`config.mk`:
```
export PLATFORM = sky130hd
export DESIGN_NAME = port_button_conditioner
export DESIGN_NICKNAME = d
export VERILOG_FILES = /design/src/rtl/port_button_conditioner.sv
export SDC_FILE = /design/constraint.sdc
export NUM_CORES = 1
export LEC_CHECK = 0
export ABC_AREA = 1
export BUFFER_PORTS_ARGS = -buffer_cell sky130_fd_sc_hd__buf_4
export CAP_MARGIN = 25
export CORE_MARGIN = 10
export CORE_UTILIZATION = 60
export DETAILED_ROUTE_END_ITERATION = 7
export HOLD_SLACK_MARGIN = 0.1
export PLACE_DENSITY = 0.79
export SYNTH_ARGS = -nofsm -noshare
export SYNTH_HDL_FRONTEND = slang
export SYNTH_SLANG_ARGS = --single-unit
```
`constraint.sdc`:
```
create_clock -name sys_clk -period 1.5 [get_ports sys_clk]
set_input_delay 0.075 -clock sys_clk [delete_from_list [all_inputs] [get_ports sys_clk]]
set_output_delay 0.075 -clock sys_clk [all_outputs]
set_load 0.03 [all_outputs]
```
`src/rtl/port_button_conditioner.sv`:
```
// rtl/port_button_conditioner.sv - button sync/debounce with sticky press interrupt flags
module port_button_conditioner #(
    parameter int N_BTN           = 3,
    parameter int DEBOUNCE_CYCLES = 100,
    parameter int CNT_W           = 16
) (
    input  logic             sys_clk,
    input  logic             rst_sync,
    input  logic [N_BTN-1:0] btn_raw,
    output logic [N_BTN-1:0] btn_level,
    output logic [N_BTN-1:0] btn_rise,
    input  logic [N_BTN-1:0] irq_enable,
    input  logic             irq_ack,
    input  logic [N_BTN-1:0] irq_ack_mask,
    output logic [N_BTN-1:0] irq_pending,
    output logic             irq
);

    typedef enum logic [1:0] {
        LOW_STABLE,
        LOW_TO_HIGH,
        HIGH_STABLE,
        HIGH_TO_LOW
    } state_t;

    localparam logic [CNT_W-1:0] CNT_LAST = CNT_W'(DEBOUNCE_CYCLES - 1);
    localparam logic [CNT_W-1:0] CNT_ONE  = CNT_W'(1);

    logic [N_BTN-1:0] sync1_q, sync2_q;
    state_t           state_q [N_BTN];
    state_t           state_d [N_BTN];
    logic [CNT_W-1:0] cnt_q   [N_BTN];
    logic [CNT_W-1:0] cnt_d   [N_BTN];
    logic [N_BTN-1:0] level_q, level_d;
    logic [N_BTN-1:0] rise_q, rise_d;
    logic [N_BTN-1:0] pending_q, pending_d;
    logic             irq_q;

    // Counter is compared before incrementing, so it never exceeds CNT_LAST.
    always_comb begin
        for (int i = 0; i < N_BTN; i++) begin
            state_d[i] = state_q[i];
            cnt_d[i]   = cnt_q[i];
            level_d[i] = level_q[i];
            rise_d[i]  = 1'b0;
            case (state_q[i])
                LOW_STABLE: begin
                    if (sync2_q[i]) begin
                        state_d[i] = LOW_TO_HIGH;
                        cnt_d[i]   = CNT_ONE;
                    end else begin
                        cnt_d[i] = '0;
                    end
                end
                LOW_TO_HIGH: begin
                    if (!sync2_q[i]) begin
                        state_d[i] = LOW_STABLE;
                        cnt_d[i]   = '0;
                    end else if (cnt_q[i] == CNT_LAST) begin
                        state_d[i] = HIGH_STABLE;
                        cnt_d[i]   = '0;
                        level_d[i] = 1'b1;
                        rise_d[i]  = 1'b1;
                    end else begin
                        cnt_d[i] = cnt_q[i] + CNT_ONE;
                    end
                end
                HIGH_STABLE: begin
                    if (!sync2_q[i]) begin
                        state_d[i] = HIGH_TO_LOW;
                        cnt_d[i]   = CNT_ONE;
                    end else begin
                        cnt_d[i] = '0;
                    end
                end
                HIGH_TO_LOW: begin
                    if (sync2_q[i]) begin
                        state_d[i] = HIGH_STABLE;
                        cnt_d[i]   = '0;
                    end else if (cnt_q[i] == CNT_LAST) begin
                        state_d[i] = LOW_STABLE;
                        cnt_d[i]   = '0;
                        level_d[i] = 1'b0;
                    end else begin
                        cnt_d[i] = cnt_q[i] + CNT_ONE;
                    end
                end
                default: begin
                    state_d[i] = LOW_STABLE;
                    cnt_d[i]   = '0;
                    level_d[i] = 1'b0;
                end
            endcase
        end
    end

    // A press landing in the same cycle as its ack keeps the bit set.
    always_comb begin
        pending_d = (pending_q & ~({N_BTN{irq_ack}} & irq_ack_mask)) | (rise_d & irq_enable);
    end

    always_ff @(posedge sys_clk) begin
        if (rst_sync) begin
            sync1_q   <= '0;
            sync2_q   <= '0;
            level_q   <= '0;
            rise_q    <= '0;
            pending_q <= '0;
            irq_q     <= 1'b0;
            for (int i = 0; i < N_BTN; i++) begin
                state_q[i] <= LOW_STABLE;
                cnt_q[i]   <= '0;
            end
        end else begin
            sync1_q   <= btn_raw;
            sync2_q   <= sync1_q;
            level_q   <= level_d;
            rise_q    <= rise_d;
            pending_q <= pending_d;
            irq_q     <= |pending_q;
            for (int i = 0; i < N_BTN; i++) begin
                state_q[i] <= state_d[i];
                cnt_q[i]   <= cnt_d[i];
            end
        end
    end

    assign btn_level   = level_q;
    assign btn_rise    = rise_q;
    assign irq_pending = pending_q;
    assign irq         = irq_q;

endmodule

```
After elaboration in Yosys (flattened, before gate mapping)
Memory sizes are Yosys's and may differ from the RTL's.
Cells that the tools add are included.
Cells by class
  $add $sub $neg: 3
  equal/unequal tests: 24
  muxes and demuxes: 72
  bitwise logic cells: 11
  reduce and logical (&&, ||, !) cells: 10
Operators with widths (count)
  two-way mux 16 bit: 12
  case mux 16 bit (4 select lines): 3
  adder 16 x 1 -> 16 bit (second input constant): 3
  equality test 16 x 7 -> 1 bit (second input constant): 3
  two-way mux 2 bit: 21
  two-way mux 1 bit: 30
  inequality test 2 bit (second input constant): 12
  case mux 2 bit (4 select lines): 3
  AND reduction 5 bit: 3
  equality test 2 bit (second input constant): 6
  bitwise AND 3 bit: 3
  equality test 2 x 1 -> 1 bit (second input constant): 3
  logical NOT 2 bit: 3
  bitwise OR 1 bit: 6
  case mux 1 bit (2 select lines): 3
  nonzero test 2 bit: 3
  NOT 3 bit: 1
  bitwise OR 3 bit: 1
  OR reduction 3 bit: 1
Word-level totals
  flip-flop bits (word level): 16
  RAM bits: 54
  bits of input ports: 12
  output and inout port bits: 10
  logic and storage cells: 130
  memories kept: 2
Memory list
  cnt_q: depth 3, bits a word 16, read ports 3, clocked after Yosys merged registers in 0, write ports 3, line 32  | logic [CNT_W-1:0] cnt_q [N_BTN];
  state_q: depth 3, bits a word 2, read ports 3, clocked after Yosys merged registers in 0, write ports 3, line 30  | state_t state_q [N_BTN];

Depth between registers and ports, before layout
Gate-level depths: netlist (run 1).
An unclocked memory read counts as a cell.
  word-level depth: 7
  gate-level depth with buffers: 11
  mapped depth without buffers: 11

Worst setup path before layout (run 1)
Ideal clock, no wire load.
  path type: register to register
  from: mem state_q[0][4] (netlist bit)
  to: mem cnt_q[2][9] (netlist: cnt_q[0][41])
  setup time: 0.072 ns
  arrival time: 1.317 ns
  data required time: 1.428 ns
  path slack: 0.111 ns
  cell stages (with the launch flop): 7
  path buffers: 1
  period minus slack after synthesis: 1.389 ns
  cell sequence: dfxtp_1 > ha_1 > inv_1 > o21ai_2 > nand4_4 > buf_4 > nor3b_2
RTL lines (line)
  start: declaration: 30
  end: declaration: 32

==> results.md, run 1 <==
- Total Power Consumption: 4.39 mW
- Synth top cells by count: nand2_1 (96), nor2_1 (95), dfxtp_1 (70)
- # IOs: 22
- Slew headroom: 77.1%
- Category of the critical setup timing path: flip-flop to flip-flop
- Fmax achieved: 689 MHz
- Number of enable flip-flop cells after synthesis: 0
- Sequential area share after synthesis: 38.8%
- Post-detailed-route count of antenna-violating nets: 0
- Max-slew violation total from the final report: 0
- Average detailed-routed wire length per instance: 13.1 um
- Maximum Capacitance Violations: 0
- Share of synthesized registers carrying an async set or reset: 0%
- Clk sink count: 70
- Post-Syn Nets: 523
- Tmin final: 1.45 ns
- Maximum clock skew at final layout: 0.0104 ns
- Count leader, synth: nand2_1
- Cell accounting for the most synthesized area: dfxtp_1
- Unrepaired setup endpoints after global routing: yes
- Grt total ovfl: 0
- HPWL after detailed placement: 5.65 mm
- Buffer levels on the longest clock path: 2
- NumNets Final: 592
- Most area-consuming cells after synthesis: dfxtp_1 (39%), nand2_1 (10%), nor2_1 (9.9%), inv_1 (6.6%), ha_1 (4.5%)
- Least-Margin Pin Slew: 0.343 ns
- DRT iter0 DRCs: 122
- Floorplan die area: 9530 um2
- Type of the most critical hold path: flip-flop to flip-flop
- Leakage Power: 1.83 nW
- Insertion delay to the later sink of the worst-skew pair: 0.34 ns
- Most common flop cell mapped by yosys: dfxtp_1
- Total wire length: 8.52 mm
- Number of CTS-inserted buffers: 9
- Row cnt: 28
- Count of H-tree levels built during CTS: 3
- CORE AREA: 5890 um2
- First-pass GRT wire length: 13.8 mm
- Largest net degree at the start of global routing: 16
- Non-filler instance count after layout: 648
- Global placement routability congestion: 0.902
- Kind of launch point of the worst setup path: flip-flop
- Remaining routing DRC violations: 0
- Share of cells above drive strength 1: 22.7%
- Detailed Routing Iterations Pass 1: 5
- Instance count of the mapped netlist: 498
- Initial antenna violation count: 0
- Starting Density: 61.4%
- Final setup vio count: 0
- Clk root buf: clkbuf_8
- Syn_area_per_cell: 7.26 um2
- Maximum fanout along the worst path: 6
- Input/output buffers: 21
- Vias post-DR: 3362
- Total power density per cell area: 968 nW/um2
- Die Span X: 97.6 um
- Share of the clock period used by the worst path: 96.7%
- Synthesis warning total: 0
- Run status: complete, no violations
- Clock transition at the register clock pins on the worst setup and hold paths after CTS: 0.08 ns
- Nature of the critical path endpoint: flip-flop
- WP data arrival: 1.70 ns
- Share of the synthesized area in the top cell type: 38.8%
- Number of failing hold endpoints at the final stage: 0
- Post-synthesis sequential element count: 70
- Synth cell types: 37
- IR drop worst, VDD: 0.790 mV
- Required time at the endpoint of the critical path: 1.74 ns
- Placed cell count: 609
- Number of global-route vias before repair: 3226
- Number of vias per cell after detailed routing: 5.19
- TritonCTS clock tree: done
- Total global-route track usage: 17.0%
- Post-Synthesis Cell Area: 3620 um2
- Die Height: 97.6 um
- Area overhead of the layout relative to synthesis: 25.4%
-- logic make-up (layout without fill, tap and decap cells) --
family	after synthesis	after routing	synth area share, %
flops	70	70	38.8
buf+inv	74	147	8.37
simple gates	298	299	40.0
xor+xnor	21	21	5.09
other cells	0	1	0
fa+ha+maj	13	13	4.50
compound gates	22	22	3.29
-- flip-flops by register name (all words and copies together), names as in the netlist, named ones only --
name and flops:
sync2_q 3, irq_pending 3, state_q 3, irq 1, sync1_q 3, btn_rise 3
cnt_q 48, btn_level 3
-- worst max-delay path, cell delays in order, from the launching register on --
cell     delay (ns)
dfxtp_4        0.40
inv_1          0.09
ha_1           0.30
o21ai_1        0.16
o21ai_2        0.11
nand3_1        0.10
nand2_1        0.07
inv_1          0.07
nor2_1         0.04
-- metal layers --
| layer | track usage (%) | vias to the layer above | share of wire (%) |
|---|---|---|---|
| li1 | - | 1716 | - |
| met4 | 6.26 | 0 | 1.6 |
| met5 | 0 | - | 0 |
| met3 | 4.13 | 15 | 4.5 |
| met2 | 31.3 | 73 | 52 |
| met1 | 18.2 | 1558 | 42 |
-- cell usage in the layout (no fill, tap or decap), types with 14 or more instances in the layout --
master,count
nor2_1,92
nand2_1,95
inv_1,62
nand3_1,28
xor2_1,16
nand4_1,14
nor3_1,20
dlygate4sd3_1,16
buf_4,43
dfxtp_1,56
-- report_power, final --
group          internal, mW  switching, mW  total [mW]
clock                 0.927          0.713        1.64
sequential             1.95         0.0809        2.03
combinational         0.303          0.419       0.721
-- path summary, 6_finish.rpt --
kind                  from         end  slack (ns)  depth (start not counted)
min reg2reg     sync1_q[2]  sync2_q[2]        0.40                          2
max          state_q[0][4]   flip-flop        0.05                          8
max reg2reg  state_q[0][4]   flip-flop        0.05                          8
min             sync1_q[2]  sync2_q[2]        0.40                          2
-- stage by stage --
stage	hold slack, ns	setup slack (ns)	util [%]	setup TNS (ns)	instance area (um2)
3_5_place_dp	0.280	0.00413	67.7	0	3990
4_1_cts	0.407	0.00907	74.2	0	4370
2_1_floorplan	0.178	0.111	-	0	3620
3_3_place_gp	0.280	0.0790	67.7	0	3990
5_1_grt	0.426	-0.106	77.0	-0.289	4530
6_report	0.404	0.0493	77.0	0	4530
-- cell type report --
type | count | area [um2]
diodes | 1 | 2.50
clock buffers | 9 | 124
clock inverters | 7 | 88.8
repair buffers | 62 | 526
multi-input cells | 355 | 2020
fillers | 395 | 1350
well taps | 75 | 93.8
flip-flops and latches | 70 | 1420
inverters | 69 | 259
-- what timing repair did --
action,in CTS,in global routing
resized for setup,2,41
setup buffers,0,5
endpoints found under the setup margin,4,42
gates cloned,0,1
hold endpoints to repair,12,0
pin swaps,0,6
hold buffers,16,0
Power figures use the tool's default switching activity.
==> inputs of run 2 (changes only) <==
--- a/config.mk
+++ b/config.mk
@@ -6,13 +6,12 @@
 export NUM_CORES = 1
 export LEC_CHECK = 0
 export ABC_AREA = 1
-export BUFFER_PORTS_ARGS = -buffer_cell sky130_fd_sc_hd__buf_4
+export BUFFER_PORTS_ARGS = -buffer_cell sky130_fd_sc_hd__buf_2
 export CAP_MARGIN = 25
-export CORE_MARGIN = 10
 export CORE_UTILIZATION = 60
 export DETAILED_ROUTE_END_ITERATION = 7
 export HOLD_SLACK_MARGIN = 0.1
-export PLACE_DENSITY = 0.79
+export PLACE_DENSITY = 0.87
 export SYNTH_ARGS = -nofsm -noshare
 export SYNTH_HDL_FRONTEND = slang
 export SYNTH_SLANG_ARGS = --single-unit
==> results.md, run 2 (synthesis gave the netlist of run 1 again) <==
- Run status: complete, but fails checks
- Failing checks: setup timing
- Die Span X: 79.6 um (-18%)
- Post-route setup slack: -0.00589 ns (-0.0552 ns)
- First-pass GRT wire length: 14.0 mm (+1.0%)
- Share of the clock period used by the worst path: 100% (+3.7 points)
- HPWL after detailed placement: 5.55 mm (-1.7%)
- CORE AREA: 5640 um2 (-4.1%)
- Maximum clock skew at final layout: 0.00842 ns (-0.00203 ns)
- Non-filler instance count after layout: 637 (-1.7%)
- # IOs: 22 (unchanged)
- Category of the critical setup timing path: flip-flop to flip-flop
- Kind of launch point of the worst setup path: flip-flop
- Grt total ovfl: 0 (unchanged)
- Non-Filler Cell Area, Final: 4340 um2 (-4.3%)
- Placed cell count: 607 (-0.33%)
- Maximum Capacitance Violations: 0 (unchanged)
- Hold Crit Start: rst_sync
- WP data arrival: 1.75 ns (+0.05 ns)
- Clk root buf: clkbuf_8
- FF-to-FF End: state_q[0][2]
- Max FFs per register: 48 (unchanged)
- NumNets Final: 586 (-1.0%)
- Final setup vio count: 1 (+1)
- Most frequent standard cell in the layout excluding fill and tap cells: nor2_1
- Routed met2 length: 4.56 mm (+2.7%)
- Number of CTS-inserted buffers: 9 (unchanged)
- Dpl ws: -0.0344 ns (-0.0385 ns)
- Remaining routing DRC violations: 0 (unchanged)
- Fmax achieved: 664 MHz (-3.7%)
- Buffer levels on the longest clock path: 2 (unchanged)
- Vias post-DR: 3441 (+2.3%)
- Unrepaired setup endpoints after global routing: yes
- Detailed Routing Iterations Pass 1: 4 (-1)
- Die Height: 79.6 um (-18%)
- Count of H-tree levels built during CTS: 3 (unchanged)
- DRT iter0 DRCs: 219 (+80%)
- Total power density per cell area: 951 nW/um2 (-1.8%)
- Input/output buffers: 21 (unchanged)
- Initial antenna violation count: 0 (unchanged)
- Number of cells on the worst hold path: 4 (+2)
- Nature of the critical path endpoint: flip-flop
- Post-detailed-placement cell area: 3930 um2 (-1.5%)
- Clk sink count: 70 (unchanged)
- Top routing layer used: met4
- IR drop worst, VDD: 0.699 mV (-11%)
- Largest net degree at the start of global routing: 16 (unchanged)
- Number of vias per cell after detailed routing: 5.40 (+4.1%)
- Fillers: 356 (-9.9%)
- Depth of the most critical reg-to-reg path: 8 (unchanged)
- Global placement routability congestion: 0.908 (+0.63%)
- Post-detailed-route count of antenna-violating nets: 0 (unchanged)
- Post-route met1 wirelength: 3.53 mm (-0.82%)
- Floorplan die area: 6340 um2 (-33%)
- Type of the most critical hold path: input pin to flip-flop
- Required time at the endpoint of the critical path: 1.74 ns (about the same)
- Worst min-delay path endpoint: btn_level[1]
- Row cnt: 27 (-3.6%)
- Tmin final: 1.51 ns (+0.0552 ns)
- TritonCTS clock tree: done
- Routed wire length on met3: 408 um (+6.5%)
- Most frequent cells in the layout: nor2_1 (93), nand2_1 (92), dfxtp_1 (64), inv_1 (62), nand3_1 (26)
- Number of failing hold endpoints at the final stage: 0 (unchanged)
- Max-slew violation total from the final report: 0 (unchanged)
- Least-Margin Pin Slew: 0.350 ns (+0.00721 ns)
- Clock transition at the register clock pins on the worst setup and hold paths after CTS: 0.07 ns (about the same)
- Share of cells above drive strength 1: 21.8% (-0.96 points)
- Number of global-route vias before repair: 3371 (+4.5%)
- Leakage Power: 1.73 nW (-5.1%)
- Total global-route track usage: 28.4% (+11 points)
- Worst Hold Slack: 0.138 ns (-0.267 ns)
- Starting Density: 64.1% (+2.7 points)
- Reg-to-Reg Start: state_q[0][2]
- Biggest register: cnt_q
- Utilization of the core after routing: 76.9% (-0.085 points)
- Insertion delay to the later sink of the worst-skew pair: 0.35 ns (about the same)
- Slew headroom: 76.6% (-0.48 points)
- Total inserted antenna cells: 0 (-1)
- Average detailed-routed wire length per instance: 13.8 um (+4.8%)
- Setup slack, reg-to-reg: -0.006 ns (-0.06 ns)
- Total wire length: 8.78 mm (+3.1%)
- Maximum fanout along the worst path: 5 (-1)
- Area overhead of the layout relative to synthesis: 20.0%
[run 2: through the flow]
stage	power, mW	setup TNS (ns)
detailed placement	2.59	-0.0367
finish	4.13	-0.00589
global route	4.33	-1.21
global placement	2.55	0
CTS	3.95	-0.00433
floorplan	2.44	0
[run 2: layout make-up]
type                    count  area, um2  area share (%)
clock buffers              11        151            3.49
clock inverters             4       22.5           0.519
inverters                  69        259            5.97
multi-input cells         354       2000            46.1
flip-flops and latches     70       1410            32.5
well taps                  72       90.1            2.08
repair buffers             57        409            9.43
[run 2: how the worst max path moves through the flow]
stage	startpoint	endpoint	cells past startpoint
floorplan	state_q[0][4]	cnt_q[0][41]	6
CTS	cnt_q[0][16]	cnt_q[0][29]	11
detailed placement	cnt_q[0][16]	cnt_q[0][30]	7
global route	state_q[0][4]	cnt_q[0][39]	6
finish	state_q[0][2]	state_q[0][2]	8
global placement	cnt_q[0][16]	cnt_q[0][25]	11
[run 2: worst max-delay path, cell delays in order, from the launching register on]
cell     delay, ns
dfxtp_2       0.39
inv_1         0.11
ha_1          0.33
o21ai_2       0.15
nand2_2       0.10
nand2_2       0.11
nand2_1       0.09
nand2_1       0.07
nor2_1        0.04
[run 2: report_power, final]
group / leakage, nW / switching [mW] / internal, mW
Sequential: 0.568 / 0.0849 / 1.94
Combinational: 1.07 / 0.442 / 0.297
Clock: 0.0910 / 0.693 / 0.672
[run 2: layer usage]
metal,up-vias,track usage (%)
met2,97,51.8
met3,31,8.57
met4,0,13.8
met5,-,0
li1,1702,-
met1,1611,29.1
[run 2: repair_timing]
action | in CTS | in global routing
resized for setup | 5 | 28
hold buffers | 12 | 0
hold endpoints to repair | 6 | 0
pin swaps | 1 | 7
setup endpoints to repair | 4 | 49
setup buffers | 0 | 3
==> inputs of run 3 (changes only) <==
--- a/config.mk
+++ b/config.mk
@@ -11,6 +11,7 @@
 export CORE_UTILIZATION = 60
 export DETAILED_ROUTE_END_ITERATION = 7
 export HOLD_SLACK_MARGIN = 0.1
+export MAX_ROUTING_LAYER = met4
 export PLACE_DENSITY = 0.87
 export SYNTH_ARGS = -nofsm -noshare
 export SYNTH_HDL_FRONTEND = slang
==> results.md, run 3 (synthesis gave the netlist of run 1 again) <==
- Required time at the endpoint of the critical path: 1.74 ns (about the same)
- Final setup vio count: 5 (+4)
- Number of vias per cell after detailed routing: 5.67 (+5.0%)
- IR drop worst, VDD: 1.24 mV (+77%)
- Post-detailed-placement cell area: 3870 um2 (-1.3%)
- Area of combinational cells with multiple inputs: 2060 um2 (+2.9%)
- First-pass GRT wire length: 14.6 mm (+4.6%)
- Grt total ovfl: 0 (unchanged)
- Clk root buf: clkbuf_8
- Leakage Power: 1.75 nW (+1.2%)
- Least-Margin Pin Slew: 0.328 ns (-0.0226 ns)
- Nature of the critical path endpoint: flip-flop
- Total inserted antenna cells: 0 (unchanged)
- Type of the most critical hold path: flip-flop to flip-flop
- TritonCTS clock tree: done
- Utilization of the core after routing: 79.5% (+2.6 points)
- Clk sink count: 70 (unchanged)
- Total global-route track usage: 30.6% (+2.3 points)
- Die Span X: 79.6 um (unchanged)
- Average detailed-routed wire length per instance: 15.6 um (+13%)
- Fmax achieved: 639 MHz (-3.7%)
- Number of global-route vias before repair: 3420 (+1.5%)
- NumNets Final: 584 (-0.34%)
- Initial antenna violation count: 0 (unchanged)
- Buffer levels on the longest clock path: 2 (unchanged)
- Total power density per cell area: 1030 nW/um2 (+8.3%)
- Max FFs per register: 48 (unchanged)
- Non-Filler Cell Area, Final: 4480 um2 (+3.3%)
- WP data arrival: 1.81 ns (+0.06 ns)
- Detailed Routing Iterations Pass 1: 5 (+1)
- Floorplan die area: 6340 um2 (unchanged)
- Reg-to-Reg Start: cnt_q[0][19]
- Slew headroom: 78.1% (+1.5 points)
- Failing checks: setup timing
- Number of CTS-inserted buffers: 9 (unchanged)
- Share of the clock period used by the worst path: 104% (+3.9 points)
- Most frequent cells in the layout: nand2_1 (93), nor2_1 (87), dfxtp_1 (60), inv_1 (58), nand3_1 (28)
- Sequential Area: 1420 um2 (+0.89%)
- Biggest register: cnt_q
- CORE AREA: 5640 um2 (unchanged)
- Vias post-DR: 3608 (+4.9%)
- Number of failing hold endpoints at the final stage: 0 (unchanged)
- Fillers: 298 (-16%)
- Kind of launch point of the worst setup path: flip-flop
- Remaining routing DRC violations: 0 (unchanged)
- Max-slew violation total from the final report: 0 (unchanged)
- Global placement routability congestion: 0.903 (-0.58%)
- Hold Crit Start: sync1_q[0]
- Die Height: 79.6 um (unchanged)
- HPWL after detailed placement: 5.42 mm (-2.3%)
- Maximum fanout along the worst path: 4 (-1)
- Share of cells above drive strength 1: 23.8% (+2.0 points)
- Setup tns final: -0.111 ns (-0.105 ns)
- Post-detailed-route count of antenna-violating nets: 0 (unchanged)
- # IOs: 22 (unchanged)
- Count of H-tree levels built during CTS: 3 (unchanged)
- Starting Density: 64.1% (unchanged)
- Most frequent standard cell in the layout excluding fill and tap cells: nand2_1
- Unrepaired setup endpoints after global routing: yes
- Input/output buffers: 21 (unchanged)
- Post-route setup slack: -0.0642 ns (-0.0583 ns)
- Category of the critical setup timing path: flip-flop to flip-flop
- Run status: complete, but fails checks
- Largest net degree at the start of global routing: 16 (unchanged)
- Row cnt: 27 (unchanged)
- DRT iter0 DRCs: 256 (+17%)
- Total wire length: 9.89 mm (+13%)
- Tmin final: 1.56 ns (+0.0583 ns)
- Clock transition at the register clock pins on the worst setup and hold paths after CTS: 0.08 ns (about the same)
- Maximum Capacitance Violations: 0 (unchanged)
- Insertion delay to the later sink of the worst-skew pair: 0.36 ns (about the same)
- Area overhead of the layout relative to synthesis: 24.0%
- Critical Path Start: cnt_q[0][19]
- Maximum clock skew at final layout: 0.00935 ns (+0.000932 ns)
-- run 3: cell types whose count changed in the layout (fill, tap and decap cells not counted), moves of 3 or more --
cell and change:
nor3_2 +5, o21ai_2 -3, bufinv_16 +3, inv_1 -4, nor3_1 -5, buf_4 -7
nor2_1 -6, dfxtp_1 -4, nor2_2 +6, dlygate4sd3_1 +4, inv_2 +3, dfxtp_4 +3
-- run 3: final timing paths --
| check | end | slack, ns | depth (start not counted) |
|---|---|---|---|
| max reg2reg | state_q[0][2] | -0.06 | 8 |
| min reg2reg | sync2_q[0] | 0.44 | 2 |
| max | state_q[0][2] | -0.06 | 8 |
| min | sync2_q[0] | 0.44 | 2 |
-- run 3: stage by stage --
stage	hold slack, ns	cells	setup WS [ns]	total power [mW]
2_1_floorplan	0.178	498	0.111	2.44
3_5_place_dp	0.271	600	-0.0211	2.58
6_report	0.438	636	-0.0642	4.62
5_1_grt	0.450	636	-0.180	4.78
4_1_cts	0.419	633	0.00327	4.46
3_3_place_gp	0.263	600	0.0608	2.52
-- run 3: area by class of cell --
cell class                      count  area share, %
Tap cell                           72           2.01
Timing Repair Buffer               54           9.10
Multi-Input combinational cell    355           45.9
Inverter                           69           5.86
Clock buffer                        9           2.76
Sequential cell                    70           31.7
Clock inverter                      7           2.68
-- run 3: routing by layer --
metal	up-vias	wire [um]	GRT usage (%)	part of all wire, %
li1	1710	-	-	-
met1	1653	3590	30.6	36
met2	191	5240	54.6	53
met3	54	662	8.80	6.7
met4	0	400	14.4	4.0
met5	-	0	-	0
-- run 3: worst max-delay path, cell delays in order (launching register included) --
cell and delay [ns]:
dfxtp_1 0.37, nor2_1 0.20, nand2_1 0.12, nor2_1 0.21, nand2_2 0.14, nand2_4 0.12
nand2_2 0.07, nor3_2 0.17, nor2_1 0.06
-- run 3: timing repair --
action,CTS,global route
hold endpoints to repair,11,0
pin swaps,1,11
cloned,1,0
setup endpoints to repair,6,52
setup buffers,0,3
resized for setup,3,49
hold buffers,16,0
-- run 3: power breakdown --
group / switching, mW / total [mW] / internal [mW]
clock: 0.753 / 1.86 / 1.11
combinational: 0.443 / 0.719 / 0.275
sequential: 0.0881 / 2.03 / 1.95
